`src/rtl/router_pkg.sv`:
```
`default_nettype none
// ============================================================================
// Module   : router_pkg
// Purpose  : Shared types, header field positions and round-robin helper for
//            the router output scheduler.
// Revision : 1.0 - initial release
// ============================================================================
package router_pkg;

    typedef enum logic [1:0] {
        IDLE = 2'd0,
        HDR  = 2'd1,
        BODY = 2'd2
    } state_t;

    localparam int PORTS   = 3;
    localparam int LEN_MSB = 7;
    localparam int LEN_LSB = 2;

    typedef struct packed {
        logic [7:0] data;
        logic       sop;
        logic       eop;
        logic [1:0] port;
    } beat_t;

    // Returns {found, port}: first requester scanning from last+1 mod 3.
    function automatic logic [2:0] rr_pick(input logic [2:0] req, input logic [1:0] last);
        logic [2:0] res;
        logic [1:0] cand;
        res = 3'b000;
        for (int i = 1; i <= 3; i++) begin
            cand = 2'((32'(last) + i) % 3);
            if (!res[2] && req[cand]) begin
                res = {1'b1, cand};
            end
        end
        return res;
    endfunction

endpackage
`default_nettype wire

```
`src/rtl/router_skid.sv`:
```
`default_nettype none
// ============================================================================
// Module   : router_skid
// Purpose  : Two-entry tagged skid FIFO; the head entry drives the link.
// Revision : 1.0 - initial release
// ============================================================================
module router_skid
    import router_pkg::*;
(
    input  logic       clk,
    input  logic       reset,
    input  logic       push,
    input  beat_t      push_beat,
    input  logic       pop,
    output beat_t      head,
    output logic [1:0] count
);

    beat_t      r_mem [2];
    logic       r_wr_ptr;
    logic       r_rd_ptr;
    logic [1:0] r_count;
    logic       w_pop;

    assign w_pop = pop && (r_count != 2'd0);
    assign head  = r_mem[r_rd_ptr];
    assign count = r_count;

    always_ff @(posedge clk) begin
        if (reset) begin
            r_mem[0] <= '0;
            r_mem[1] <= '0;
            r_wr_ptr <= 1'b0;
            r_rd_ptr <= 1'b0;
            r_count  <= 2'd0;
        end else begin
            if (push) begin
                r_mem[r_wr_ptr] <= push_beat;
                r_wr_ptr        <= ~r_wr_ptr;
            end
            if (w_pop) begin
                r_rd_ptr <= ~r_rd_ptr;
            end
            r_count <= r_count + {1'b0, push} - {1'b0, w_pop};
        end
    end

endmodule
`default_nettype wire

```
`src/rtl/router_out_arb.sv`:
```
`default_nettype none
// ============================================================================
// Module   : router_out_arb
// Purpose  : Packet-aware round-robin drain of three router FIFOs onto one
//            ready/valid byte link. Optional parity check: ROUTER_ARB_PARITY_CHK_EN.
// Revision : 1.0 - initial release
// ============================================================================
module router_out_arb
    import router_pkg::*;
#(
    parameter int MAX_WAIT = 24
) (
    input  logic       clk,
    input  logic       reset,
    input  logic       vld_out_0,
    input  logic       vld_out_1,
    input  logic       vld_out_2,
    input  logic [7:0] data_out_0,
    input  logic [7:0] data_out_1,
    input  logic [7:0] data_out_2,
    output logic       read_enb_0,
    output logic       read_enb_1,
    output logic       read_enb_2,
    input  logic       link_ready,
    output logic       link_valid,
    output logic [7:0] link_data,
    output logic       link_sop,
    output logic       link_eop,
    output logic [1:0] link_port,
    output logic [2:0] starve,
    output logic       abort,
    output logic       link_perr
);

    localparam logic [4:0] c_WAIT_MAX  = 5'(MAX_WAIT);
    localparam logic [4:0] c_STALL_END = 5'(MAX_WAIT - 1);

    state_t     r_state;
    logic [1:0] r_grant;
    logic [1:0] r_last;
    logic       r_pend;
    logic       r_pend_sop;
    logic       r_pend_eop;
    logic [1:0] r_pend_port;
    logic [6:0] r_rem;
    logic       r_rem_vld;
    logic [4:0] r_stall;
    logic       r_abort;

    logic [2:0] w_vld;
    logic       w_vld_g;
    logic [7:0] w_pend_data;
    logic [2:0] w_pick_res;
    logic       w_found;
    logic [1:0] w_pick;
    logic       w_grant_evt;
    logic       w_busy;
    logic [1:0] w_cnt;
    logic       w_pop;
    logic [2:0] w_occ;
    logic [6:0] w_rem;
    logic       w_issue;
    logic       w_last;
    logic       w_stall;
    beat_t      w_push_beat;
    beat_t      w_head;
    logic [2:0] w_starve;

    assign w_vld = {vld_out_2, vld_out_1, vld_out_0};

    always_comb begin
        w_vld_g     = 1'b0;
        w_pend_data = 8'd0;
        case (r_grant)
            2'd0:    w_vld_g = vld_out_0;
            2'd1:    w_vld_g = vld_out_1;
            2'd2:    w_vld_g = vld_out_2;
            default: w_vld_g = 1'b0;
        endcase
        case (r_pend_port)
            2'd0:    w_pend_data = data_out_0;
            2'd1:    w_pend_data = data_out_1;
            2'd2:    w_pend_data = data_out_2;
            default: w_pend_data = 8'd0;
        endcase
    end

    assign w_pick_res  = rr_pick(w_vld, r_last);
    assign w_found     = w_pick_res[2];
    assign w_pick      = w_pick_res[1:0];
    assign w_grant_evt = (r_state == IDLE) && w_found;
    assign w_busy      = (r_state != IDLE);

    // Credit check counts this cycle's pop so reads can stream back-to-back.
    assign w_pop   = link_valid && link_ready;
    assign w_occ   = {1'b0, w_cnt} - {2'b00, w_pop} + {2'b00, r_pend};
    // Until the header lands in r_rem, it is on the read-data bus this cycle.
    assign w_rem   = r_rem_vld ? r_rem : ({1'b0, w_pend_data[LEN_MSB:LEN_LSB]} + 7'd1);
    assign w_issue = w_busy && w_vld_g && (w_occ <= 3'd1);
    assign w_last  = (r_state == BODY) && (w_rem == 7'd1);
    assign w_stall = w_busy && !w_vld_g;

    assign read_enb_0 = w_issue && (r_grant == 2'd0);
    assign read_enb_1 = w_issue && (r_grant == 2'd1);
    assign read_enb_2 = w_issue && (r_grant == 2'd2);

    always_ff @(posedge clk) begin
        if (reset) begin
            r_state     <= IDLE;
            r_grant     <= 2'd0;
            r_last      <= 2'd2;
            r_pend      <= 1'b0;
            r_pend_sop  <= 1'b0;
            r_pend_eop  <= 1'b0;
            r_pend_port <= 2'd0;
            r_rem       <= 7'd0;
            r_rem_vld   <= 1'b0;
            r_stall     <= 5'd0;
            r_abort     <= 1'b0;
        end else begin
            r_abort <= 1'b0;
            r_pend  <= w_issue;
            if (w_issue) begin
                r_pend_port <= r_grant;
                r_pend_sop  <= (r_state == HDR);
                r_pend_eop  <= w_last;
            end
            case (r_state)
                IDLE: begin
                    if (w_found) begin
                        r_grant   <= w_pick;
                        r_last    <= w_pick;
                        r_rem_vld <= 1'b0;
                        r_stall   <= 5'd0;
                        r_state   <= HDR;
                    end
                end
                HDR: begin
                    if (w_issue) begin
                        r_state <= BODY;
                    end
                end
                BODY: begin
                    if (!r_rem_vld) begin
                        r_rem     <= w_rem - {6'd0, w_issue};
                        r_rem_vld <= 1'b1;
                    end else if (w_issue) begin
                        r_rem <= r_rem - 7'd1;
                    end
                    if (w_issue && w_last) begin
                        r_state <= IDLE;
                    end
                end
                default: r_state <= IDLE;
            endcase
            if (w_stall) begin
                if (r_stall == c_STALL_END) begin
                    r_abort <= 1'b1;
                    r_stall <= 5'd0;
                    r_state <= IDLE;
                end else begin
                    r_stall <= r_stall + 5'd1;
                end
            end else if (w_busy) begin
                r_stall <= 5'd0;
            end
        end
    end

    always_comb begin
        w_push_beat      = '0;
        w_push_beat.data = w_pend_data;
        w_push_beat.sop  = r_pend_sop;
        w_push_beat.eop  = r_pend_eop;
        w_push_beat.port = r_pend_port;
    end

    router_skid u_skid (
        .clk       (clk),
        .reset     (reset),
        .push      (r_pend),
        .push_beat (w_push_beat),
        .pop       (w_pop),
        .head      (w_head),
        .count     (w_cnt)
    );

    assign link_valid = (w_cnt != 2'd0);
    assign link_data  = link_valid ? w_head.data : 8'd0;
    assign link_sop   = link_valid && w_head.sop;
    assign link_eop   = link_valid && w_head.eop;
    assign link_port  = link_valid ? w_head.port : 2'd0;
    assign abort      = r_abort;
    assign starve     = w_starve;

    for (genvar x = 0; x < PORTS; x++) begin : g_starve
        logic [4:0] r_wait;
        logic       r_flag;
        always_ff @(posedge clk) begin
            if (reset) begin
                r_wait <= 5'd0;
                r_flag <= 1'b0;
            end else if (w_grant_evt && (w_pick == 2'(x))) begin
                r_wait <= 5'd0;
                r_flag <= 1'b0;
            end else if (w_vld[x] && !(w_busy && (r_grant == 2'(x)))) begin
                if (r_wait < c_WAIT_MAX) begin
                    r_wait <= r_wait + 5'd1;
                end
                if (r_wait == c_STALL_END) begin
                    r_flag <= 1'b1;
                end
            end
        end
        assign w_starve[x] = r_flag;
    end

`ifdef ROUTER_ARB_PARITY_CHK_EN
    // Running XOR of header+payload beats as they leave; compared at the eop head.
    logic [7:0] r_par_acc;
    always_ff @(posedge clk) begin
        if (reset) begin
            r_par_acc <= 8'd0;
        end else if (w_pop) begin
            if (w_head.sop) begin
                r_par_acc <= w_head.data;
            end else if (!w_head.eop) begin
                r_par_acc <= r_par_acc ^ w_head.data;
            end
        end
    end
    assign link_perr = link_valid && w_head.eop && (r_par_acc != w_head.data);
`else
    assign link_perr = 1'b0;
`endif

endmodule
`default_nettype wire
```
`config.mk`:
```
export PLATFORM = sky130hd
export DESIGN_NAME = router_out_arb
export DESIGN_NICKNAME = d
export VERILOG_FILES = /design/src/rtl/router_pkg.sv /design/src/rtl/router_skid.sv /design/src/rtl/router_out_arb.sv
export SDC_FILE = /design/constraint.sdc
export NUM_CORES = 1
export LEC_CHECK = 0
export CAP_MARGIN = 20
export CORE_AREA = 2 2 113 126
export CTS_CLUSTER_DIAMETER = 60
export DETAILED_ROUTE_END_ITERATION = 8
export DIE_AREA = 0 0 115 128
export GPL_ROUTABILITY_DRIVEN = 0
export SYNTH_ARGS = -nofsm -noshare
export SYNTH_HDL_FRONTEND = slang
export SYNTH_SLANG_ARGS = --single-unit
```
`constraint.sdc`:
```
create_clock -name clk -period 6.8 [get_ports clk]
set_input_delay 0.68 -clock clk [delete_from_list [all_inputs] [get_ports clk]]
set_output_delay 0.68 -clock clk [all_outputs]
set_load 0.05 [all_outputs]
```
==> results of run 1 <==
cell type report:
class                      instances  area, µm²  area share (%)
inverter                          26       97.6            2.02
timing repair buffer              52        513            10.6
clock inverter                     6       27.5           0.570
tap                              164        205            4.25
sequential                        71       1660            34.4
multi-input combinational        320       2100            43.4
clock buffer                      10        229            4.74
cells by family after synthesis:
logic type | Yosys count | synth area share (%)
buffers and inverters | 46 | 5.03
XOR/XNOR | 18 | 3.98
flip-flops | 71 | 42.0
other | 1 | 0.0947
AO/OA/AOI/OAI | 82 | 15.0
adder cells (fa/ha/maj) | 15 | 4.93
AND/OR/NAND/NOR | 166 | 19.1
multiplexers | 38 | 9.96
worst max-delay path, delay by kind of cell, from the launching register on:
family | cells | cell delay, ns
XOR/XNOR | 1 | 0.17
flip-flops | 1 | 0.35
adder cells (fa/ha/maj) | 3 | 0.82
AND/OR/NAND/NOR | 4 | 1.70
buffers and inverters | 3 | 0.93
where the power goes:
part	switching, mW	internal [mW]	leakage (nW)
registers	0.0832	0.518	0.630
clock network	0.168	0.241	0.122
logic	0.513	0.321	1.08
total	0.764	1.08	1.83
metrics by stage:
stage	worst slack [ns]	power (mW)	hold slack, ns
final	1.81	1.84	0.476
after global routing	1.44	1.98	0.515
after CTS	1.71	1.85	0.483
after detailed placement	2.09	1.44	0.461
after global placement	2.17	1.42	0.465
after floorplan	2.87	1.22	0.438
metal layers:
metal  vias up  track usage [%]  wire [µm]
met5         -                0          0
met4         0             3.76         96
met3         7             3.45        450
met2        70             21.2       4200
met1      1514             16.2       4110
li1       1612                -          -
sequential cells by signal (all words and copies together) (netlist names), 3 cells and up, named ones only:
| name | count |
|---|---|
| u_skid.r_mem | 24 |
| g_starve.r_wait | 15 |
| r_rem | 7 |
| r_stall | 5 |
| g_starve.r_flag | 3 |
cell usage in the layout (no fill, tap or decap), types with 6 or more instances in the layout:
| cell type | n |
|---|---|
| xnor2_1 | 14 |
| clkdlybuf4s50_1 | 49 |
| nand3_1 | 6 |
| inv_1 | 23 |
| clkbuf_16 | 9 |
| edfxtp_1 | 24 |
| dfxtp_1 | 47 |
| ha_1 | 14 |
| nor2_1 | 94 |
| a21oi_1 | 29 |
| nor2b_1 | 8 |
| nand2_1 | 24 |
| mux2i_1 | 33 |
| o21ai_0 | 9 |
| clkinv_1 | 7 |
worst max path at each step:
stage,from,endpoint,slack (ns),cells past startpoint
5_1_grt,u_skid.count[1]$_SDFF_PP0_,read_enb_0,1.44,11
3_3_place_gp,link_ready,read_enb_0,2.17,11
2_1_floorplan,link_ready,read_enb_0,2.87,10
6_report,u_skid.count[1]$_SDFF_PP0_,read_enb_2,1.81,11
3_5_place_dp,u_skid.count[1]$_SDFF_PP0_,read_enb_0,2.09,11
4_1_cts,u_skid.count[1]$_SDFF_PP0_,read_enb_0,1.71,11
==> results.txt, run 1 <==
The clock arrives with 0.00575 ns of skew. The first-pass GRT wire length is 15100 µm. The clock insertion delay at the later pin of the skew report came out at 0.33 ns.

The via count of the first global-routing pass is 3195. The measured slew at the worst slew-check pin came out at 0.964 ns. The startpoint identified for the worst register-to-register timing path is u_skid.count[1]$_SDFF_PP0_. The cell area that synthesis handed to floorplanning was 3960 µm².

The clock tree from TritonCTS is yes. The final HPWL from detailed placement is 6350 µm. Among all cell types in the netlist, the one instantiated most often is nor2_1. The clock root buffer is clkbuf_16. After the last flow step, the layout net total stands at 525.

The routed wire length per instance came out at 13.6 µm. The count of pins over their slew limit came to 0. The final cell count without fillers is 649. In the routed design, unresolved DRC markers number 0.

The total via count after detailed routing came out at 3203. Of the cells placed in the final design, the portion with a size suffix greater than 1 is 5.57%. The top cell type by total area after synthesis is dfxtp_1. STA classifies the critical path endpoint as an output pin. Ranked by total cell area, the synthesized netlist is headed by dfxtp_1, edfxtp_1, nor2_1. Buffers inserted during clock tree synthesis total 9. The share of synthesized area in the top cell type comes to 23.8%. The y dimension of the die is 128 µm. The overall die area is 14700 µm². The total setup buffers inserted after CTS came out at 0. The endpoint identified for the worst register-to-register timing path is r_rem[5]$_SDFFE_PP0P_. Setup repair after global routing left no endpoint under its margin.

The number of cells on the worst reg-to-reg path is 16. The synthesis-stage register bit count is 71. The total cell area at the placement stage came out at 4570 µm². Along the worst path, the maximum fanout reaches 14. The number of cells traversed by the worst hold path came out at 2. The number of antenna violations at the first check in global routing was 0. After floorplanning, the core was sized to cover 13500 µm². The area growth from synthesis to layout is 22.1%. Setup violations remaining at the end of the flow were counted as 0. The setup TNS came out at 0 ns. Yosys mapped a number of flops with a built-in enable equal to 24. The cell area after layout came out at 4830 µm².

Data on the critical path arrives at its endpoint at 4.31 ns. The final count of hold timing violations is 0. The final critical-path required period came out at 4.99 ns. The number of inserted diodes came out at 0. Row generation in the floorplan step produced 45 rows. The clock passes through at most 2 buffers. The Yosys step of the flow raised 0 warnings. The number of maximum-capacitance violations is 0. The number of nets with antenna violations after routing is 0. Using the TritonRoute via totals, the vias-per-cell ratio works out to 4.94. The max-slew headroom at the worst pin is 35.5%. The slowest stage of the critical path is the clkdlybuf4s50_1 cell. The number of hold-repair buffers added at the cts stage is 0. The predominant post-synthesis flop cell is dfxtp_1. The number of clock sinks is 71. The tightest min-delay check is of the reg2reg type.

The number of iterations in the first detailed-routing pass came out at 4. IR analysis of the VDD net gives a maximum drop of 0.196 mV. The number of port buffers came out at 49. The critical path goes through nor2_1, nor2b_1, ha_1, inv_1, ha_1, inv_1, fa_1, xnor2_1, nand4_1, nor2_1, clkdlybuf4s50_1.

The floorplan die width is 115 µm. The path type of the worst setup path is reg2out. The stage delay of the slowest cell on the critical path is 0.84 ns. The sum of overflow across all layers after global routing came out at 0.

The proportion of synthesized flip-flops having asynchronous set or reset is 0%. Dividing the synthesized area by the synthesized cell count gives 9.06 µm². The startpoint of the tightest hold check path is g_starve[0].r_flag$_SDFFE_PP0P_.

For this block, the routed nets add up to 8850 µm of wire. The total of cells resized after clock tree synthesis is 0. The leakage power of the design is 1.83 nW. The reg2reg setup slack came out at 2.62 ns. The filler cell count in the final layout came out at 1412. The H-tree was split into 3 levels. The post-synthesis sequential area ratio came out at 42.0%. The synthesized net count came out at 482. Synthesis produced a netlist whose cell count is 437. The unique cell type count in the Yosys netlist came out at 63. The path with the worst hold slack has its endpoint at g_starve[0].r_flag$_SDFFE_PP0P_.

The clock edge transition at the registers on the reported setup and hold paths is 0.05 ns. Based on the critical path, the design can be clocked at up to 0.200 GHz. The detailed router's first-iteration violation count came out at 215. The required time at the worst-slack endpoint is 6.12 ns. The total power per unit cell area came out at 382 nW/µm². The final design utilization is 35.8%. Including well taps, the total number of placed cells is 632.

The global-route usage over all layers came out at 12.8%. The period utilization came out at 73.4%. The run finished with clean final reports. In the synthesized netlist, the cells that appear most often are nor2_1, dfxtp_1, mux2i_1, a21oi_1. Pin placement for this block handled 51 I/O pins. The startpoint type of the worst setup path is a register.

Entering global routing, the biggest net connects 29 pins. For this configuration, the core starts out at a cell density of 29.3%.
No activity file was read; power rests on OpenSTA's default activity.
==> inputs of run 2 (changes only) <==
clock period = 4.4 ns   (was 6.8 ns; I/O delays follow)
==> run 2 against run 1 <==
- highest routed layer unchanged
- largest cell class unchanged
- worst hold slack improved by 0.0054 ns
- final area increased by 1.5%
- global-route usage increased by 0.17 points
- critical path type unchanged
- combinational power increased by 60%
==> results.txt, run 2 (synthesis results as in run 1) <==
The count of pins over their slew limit came out at 0 (unchanged). The cell sitting at the root of the clock tree is a clkbuf_16. The share of final-layout standard cells stronger than drive strength 1 is 6.78% (+1.2 points).

The floorplan die width was 115 µm (unchanged). The measured slew at the worst slew-check pin is 0.958 ns (-0.00557 ns). The critical path startpoint is u_skid.count[1]$_SDFF_PP0_. The post-detailed-route via-to-cell ratio came to 4.88 (-1.2%). The final HPWL from detailed placement is 6570 µm (+3.4%).

The arrival time at the worst endpoint is 3.51 ns (-0.80 ns). The met2 wirelength from detailed routing is 4120 µm (-1.8%). The number of flip-flops under the largest register name came to 24 (unchanged).

The maximum number of pins on one net before global-route repair came out at 28 (-3.4%). The power share of the sequential group is 31.2% (-1.4 points). The number of H-tree branching levels came out at 3 (unchanged). The number of port buffers came out at 49 (unchanged). The number of buffers created by CTS came out at 9 (unchanged). The number of placement rows is 45 (unchanged). The switching component of the power is 1.19 mW (+56%).

The number of maximum-capacitance violations came out at 0 (unchanged). The run finished with clean final reports. The number of cells traversed by the worst hold path came out at 2 (unchanged). The cell family contributing the most delay on the critical path is simple AND/OR/NAND/NOR gates. The total via count after detailed routing is 3175 (-0.87%). The number of antenna violations at the first check in global routing came out at 0 (unchanged).

The leakage power of the design came out at 1.87 nW (+2.2%). The cell internal power dissipation is 1.76 mW (+63%). The max-slew headroom at the worst pin came out at 35.9% (+0.37 points).

The wire length on met3 is 486 µm (+8.0%). In the final layout, the registers with the most flip-flops are u_skid.r_mem x24, g_starve.r_wait x15, r_rem x7. The register with the most flip-flops in the final layout is u_skid.r_mem. The number of inserted diodes is 0 (unchanged).

The number of hold-repair buffers added at the cts stage is 0 (unchanged). The part of the power in combinational logic is 44.9% (-0.3 points). The final count of hold timing violations is 0 (unchanged). The signed area change from the synthesized netlist to the final layout came out at 23.9%.

The total of cells resized after clock tree synthesis is 0 (unchanged). The starting utilization of the core area came out at 29.3% (unchanged). The number of ports placed on the die boundary came to 51 (unchanged). The kind of end point of the critical path is an output pin.

The clock tree from TritonCTS is yes. In this run the most critical hold path is launched from g_starve[0].r_flag$_SDFFE_PP0P_. The reg2reg setup slack came out at 0.55 ns (-2.07 ns).

The filler cell count in the final layout is 1388 (-1.7%). The fmax came out at 0.253 GHz. The via count of the first global-routing pass came out at 3227 (+1.0%). The global-route usage over all layers is 12.9% (+0.17 points).

The detailed router's first-iteration violation count was 220 (+2.3%). The total setup buffers inserted after CTS is 0 (unchanged). The met1 wire length came to 4240 µm (+3.1%). The tightest hold margin is 0.481 ns (+0.00536 ns). The fraction of power spent switching nets came to 40.4% (-1.1 points). The sum of overflow across all layers after global routing is 0 (unchanged).

The startpoint identified for the worst register-to-register timing path is u_skid.count[1]$_SDFF_PP0_. The number of nets with antenna violations after routing came out at 0 (unchanged). The worst hold path terminates at g_starve[0].r_flag$_SDFFE_PP0P_. The slowest stage cell on the critical path is nor2_1.

The stage delay of the slowest cell on the critical path was 0.75 ns (-0.09 ns). The clock edge transition at the registers on the reported setup and hold paths came out at 0.06 ns (about the same). The number of endpoints failing setup at the final stage is 0 (unchanged). In this run the critical register-to-register path is captured at r_rem[5]$_SDFFE_PP0P_. The maximum fanout count along the critical path came out at 14 (unchanged).

The clock share of power is 23.9% (+1.7 points). The setup TNS came out at 0 ns (unchanged). The number of clock sinks is 71 (unchanged). The total wire length came out at 8980 µm (+1.4%). The period utilization came out at 89.8%. The final worst clock skew came out at 0.00653 ns (+0.000772 ns). The first-pass GRT wire length came out at 15100 µm (-0.14%). The total DRC errors in the routed layout is 0 (unchanged). The final critical-path required period is 3.95 ns.

The overall die area is 14700 µm² (unchanged). The number of buffers on the longest clock path came out at 2 (unchanged). The required time at the worst-slack endpoint is 3.96 ns (-2.16 ns).

The count of nets after finishing is 527 (+0.38%). The signal on the critical path passes through nor2_1, nor2b_1, ha_1, inv_1, ha_1, inv_1, fa_1, xnor2_1, nand4_1, buf_4, nor3_1, buf_12. Setup repair after global routing left no endpoint under its margin.

The number of iterations in the first detailed-routing pass is 4 (unchanged). In this run the worst hold path is classified as reg2reg. The worst setup path is launched from a register.

In the layout the commonest cells are nor2_1, dfxtp_1, clkdlybuf4s50_1. The worst reg-to-reg path cell count is 17 (+1). The highest layer used for signal routing is met4. The routed wire length per instance was 13.8 µm (+1.1%). The clock insertion delay at the later pin of the skew report came out at 0.34 ns (about the same).

The total power per unit cell area is 602 nW/µm² (+58%). The placeable core region came out at 13500 µm² (unchanged). The critical path is of the reg2out type. The y dimension of the die came to 128 µm (unchanged). The buffer and inverter count on the worst path came out at 4 (+1). The maximum vdd drop is 0.365 mV (+86%). The commonest non-fill, non-tap cell in the layout is nor2_1.
==> run 2: cell count changes in the layout (fill, tap and decap cells not counted) <==
cell / previous run / this run
clkdlybuf4s50_1: 49 / 46
buf_12: 0 / 3
clkbuf_1: 1 / 4
buf_4: 3 / 5
clkinv_1: 7 / 3
bufinv_16: 0 / 1
clkinvlp_4: 1 / 0
clkinv_4: 0 / 1
==> run 2: through the flow <==
step / worst slack [ns] / total power, mW / utilization (%) / area (µm²) / std cells
after floorplan: 0.878 / 1.89 / - / 3960 / 437
after CTS: 0.353 / 2.99 / 36.3 / 4900 / 651
after global routing: 0.105 / 3.17 / 36.3 / 4900 / 651
final: 0.449 / 2.95 / 36.3 / 4900 / 651
after global placement: 0.668 / 2.23 / 34.2 / 4620 / 635
after detailed placement: 0.506 / 2.27 / 34.2 / 4620 / 635
==> run 2: worst max path at each step <==
stage / to / depth (start not counted)
after floorplan: read_enb_0 / 11
after global placement: r_rem[5]$_SDFFE_PP0P_ / 17
after detailed placement: r_rem[5]$_SDFFE_PP0P_ / 17
after CTS: read_enb_0 / 12
after global routing: read_enb_0 / 12
final: read_enb_0 / 12
==> run 2: final cells by class <==
class                      instances  area, µm²  area share, %
inverter                          26       97.6           1.99
clock inverter                     3       43.8          0.893
timing repair buffer              54        558           11.4
multi-input combinational        320       2100           42.8
clock buffer                      13        240           4.90
sequential                        71       1660           33.9
tap                              164        205           4.18
==> run 2: worst reg2reg max path, stage by stage (launching register included) <==
cell	delay [ns]
dfxtp_1	0.34
nor2_1	0.75
nor2b_1	0.18
ha_1	0.34
inv_1	0.06
ha_1	0.13
inv_1	0.05
fa_1	0.37
xnor2_1	0.19
nand4_1	0.10
buf_4	0.20
inv_1	0.08
ha_1	0.16
nand2_1	0.07
a21oi_1	0.11
nor4b_1	0.30
xor2_1	0.20
o22ai_1	0.10
==> run 2: power by group through the flow <==
stage	combinational [mW]	sequential [mW]	clock [mW]
2_1_floorplan	1.00	0.889	0
3_3_place_gp	1.30	0.929	0
3_5_place_dp	1.33	0.937	0
4_1_cts	1.34	0.923	0.729
5_1_grt	1.47	0.943	0.759
6_report	1.33	0.923	0.706
==> run 2: metal layers <==
metal | vias up | GRT usage (%)
li1 | 1618 | -
met1 | 1475 | 16.2
met2 | 73 | 21.0
met3 | 9 | 3.36
met4 | 0 | 5.60
met5 | - | 0
==> inputs of run 3 (changes only) <==
CORE_AREA = 2 2 141 102   (was 2 2 113 126)
DIE_AREA = 0 0 143 104   (was 0 0 115 128)
clock period = 4.2 ns   (was 4.4 ns; I/O delays follow)
==> run 3 against run 2 <==
- register-to-register slack got worse by 0.10 ns
- utilization rose by 0.25 points
- largest power group unchanged
- critical path type unchanged
- combinational power rose by 5%
- power rose by 6.0%
- first-iteration DRC count fell by 11%
- critical endpoint unchanged
==> results.txt, run 3 (synthesis results as in run 1) <==
The run finished with clean final reports. The number of clock sinks came to 71 (unchanged). The share of final-layout standard cells stronger than drive strength 1 is 7.60% (+0.82 points). The number of inserted diodes is 0 (unchanged). The number of iterations in the first detailed-routing pass came out at 4 (unchanged). The measured slew at the worst slew-check pin is 0.719 ns (-0.240 ns). The cell count after placement is 661 (+4.1%).

The total wire length is 9310 µm (+3.6%). The y dimension of the die came out at 104 µm (-19%). The detailed router's first-iteration violation count came out at 195 (-11%). The worst hold path terminates at g_starve[1].r_flag$_SDFFE_PP0P_. The starting utilization of the core area was 29.2% (-0.097 points). The total via count after detailed routing is 3257 (+2.6%).

The number of buffers created by CTS is 9 (unchanged). The tightest min-delay check is of the reg2reg type. The register area is 1660 µm² (unchanged). The worst reg-to-reg path cell count is 15 (-2). The maximum fanout count along the critical path is 14 (unchanged). For the finished layout, the period the worst path requires is 3.87 ns. The number of antenna violations at the first check in global routing is 0 (unchanged).

STA classifies the critical path endpoint as an output pin. The reg2reg setup slack came out at 0.45 ns (-0.10 ns). The number of maximum-capacitance violations is 0 (unchanged). The maximum vdd drop is 0.262 mV (-28%). The filler cell count in the final layout is 1348 (-2.9%). The post-detailed-route via-to-cell ratio is 4.81 (-1.4%). The final design utilization is 36.5% (+0.25 points).

In this run the critical register-to-register path is launched from u_skid.count[1]$_SDFF_PP0_. The maximum number of pins on one net before global-route repair is 28 (unchanged). The first-pass GRT wire length came out at 15700 µm (+4.4%). The total DRC errors in the routed layout is 0 (unchanged).

The placeable core region is 13600 µm² (+0.33%). The total setup buffers inserted after CTS is 0 (unchanged). The final worst clock skew is 0.00902 ns (+0.00249 ns). The clock insertion delay at the later pin of the skew report came out at 0.33 ns (about the same). The number of ports placed on the die boundary is 51 (unchanged).

The number of port buffers is 49 (unchanged). The startpoint of the tightest hold check path is g_starve[1].r_flag$_SDFFE_PP0P_. The number of cells traversed by the worst hold path came out at 2 (unchanged).

From synthesis to final layout, the design area changed by 25.2%. TritonCTS built the clock tree. The overall die area came out at 14900 µm² (+1.0%). The arrival time at the worst endpoint came out at 3.45 ns (-0.06 ns). Leaving out fill and tap cells, the most frequent cell in the layout is nor2_1. The floorplan die width came out at 143 µm (+24%). Ranked by flip-flop count, first place goes to u_skid.r_mem.

The cell area after layout is 4950 µm² (+1.0%). The count of pins over their slew limit is 0 (unchanged). Setup repair after global routing left no endpoint under its margin. The count of nets after finishing came out at 527 (unchanged).

The worst setup path is launched from a register. The final HPWL from detailed placement is 6970 µm (+6.2%). The clock root buffer is clkbuf_16. The critical path is of the reg2out type.

The fmax is 0.258 GHz. The tightest hold margin is 0.470 ns (-0.0110 ns). The number of endpoints failing setup at the final stage came to 0 (unchanged). The final cell count without fillers is 677 (+4.0%). The total power per unit cell area is 632 nW/µm² (+5.0%). The area of the multi-input gates came out at 2100 µm² (+0.12%). The sum of overflow across all layers after global routing was 0 (unchanged).

The routed wire length per instance came out at 13.7 µm (-0.35%). The number of buffers on the longest clock path came out at 2 (unchanged). The total cell area at the placement stage came out at 4650 µm² (+0.70%). The largest registers in the layout are u_skid.r_mem x24, g_starve.r_wait x15, r_rem x7. The worst setup margin came out at 0.325 ns (-0.124 ns).

The number of placement rows came out at 36 (-20%). The top cell types in the final layout, fill and taps aside, are nor2_1, dfxtp_1, clkdlybuf4s50_1. The final count of hold timing violations is 0 (unchanged). In this run the critical register-to-register path is captured at r_rem[6]$_SDFFE_PP0P_. The period utilization is 92.3%.

The clock edge transition at the registers on the reported setup and hold paths is 0.06 ns (about the same). The number of flip-flops under the largest register name is 24 (unchanged). The required time at the worst-slack endpoint is 3.78 ns (-0.18 ns). The leakage power of the design came out at 1.88 nW (+0.53%). The setup TNS is 0 ns (unchanged). The global-route usage over all layers came out at 13.0% (+0.051 points). The via count of the first global-routing pass is 3180 (-1.5%). The setup slack after placement came out at 0.122 ns (-0.384 ns).

The max-slew headroom at the worst pin came to 52.0% (+16 points). The number of H-tree branching levels is 3 (unchanged). The number of nets with antenna violations after routing came out at 0 (unchanged).

The power consumption is 3.13 mW (+6.0%).
==> run 3: cell count changes in the layout (fill, tap and decap cells not counted), sizes merged <==
cell / before / now
clkbuf: 13 / 10
clkinv: 5 / 7
inv: 23 / 24
==> run 3: layout make-up <==
type	count	share of cell area [%]
repair buffers	54	11.3
well taps	190	4.80
flip-flops and latches	71	33.5
inverters	26	1.97
clock buffers	10	4.62
clock inverters	6	1.41
multi-input cells	320	42.4
==> run 3: power breakdown <==
part / total, mW / switching [mW] / internal, mW
registers: 0.976 / 0.137 / 0.839
clock network: 0.763 / 0.299 / 0.464
logic: 1.39 / 0.849 / 0.545
total: 3.13 / 1.29 / 1.85
==> run 3: worst max path at each step <==
stage,startpoint,endpoint,slack (ns)
global placement,u_skid.count[1]$_SDFF_PP0_,r_rem[6]$_SDFFE_PP0P_,0.30
CTS,u_skid.count[1]$_SDFF_PP0_,read_enb_0,0.24
finish,u_skid.count[1]$_SDFF_PP0_,read_enb_0,0.33
floorplan,u_skid.count[1]$_SDFF_PP0_,read_enb_0,0.70
detailed placement,u_skid.count[1]$_SDFF_PP0_,r_rem[6]$_SDFFE_PP0P_,0.12
global route,u_skid.count[1]$_SDFF_PP0_,read_enb_0,0.05
==> run 3: timing repair <==
item | CTS | global route
setup endpoints to repair | 1 | 0
hold buffers | 0 | 0
resized for setup | 1 | 0
==> run 3: metal layers <==
layer | routed length, µm | part of all wire, % | GRT usage, % | vias to the layer above
met5 | 0 | 0 | 0 | -
met4 | 127 | 1.4 | 4.46 | 0
met3 | 171 | 1.8 | 2.39 | 13
met2 | 4380 | 47 | 20.5 | 39
met1 | 4630 | 50 | 17.8 | 1590
li1 | - | - | - | 1615
==> run 3: critical path, stage by stage, from the launching register on <==
cell     delay, ns
dfxtp_1       0.35
nor2_2        0.52
nor2b_1       0.17
ha_1          0.32
inv_1         0.06
ha_1          0.13
inv_1         0.04
fa_1          0.37
xnor2_1       0.17
nand4_1       0.33
nor3_1        0.47
buf_12        0.20
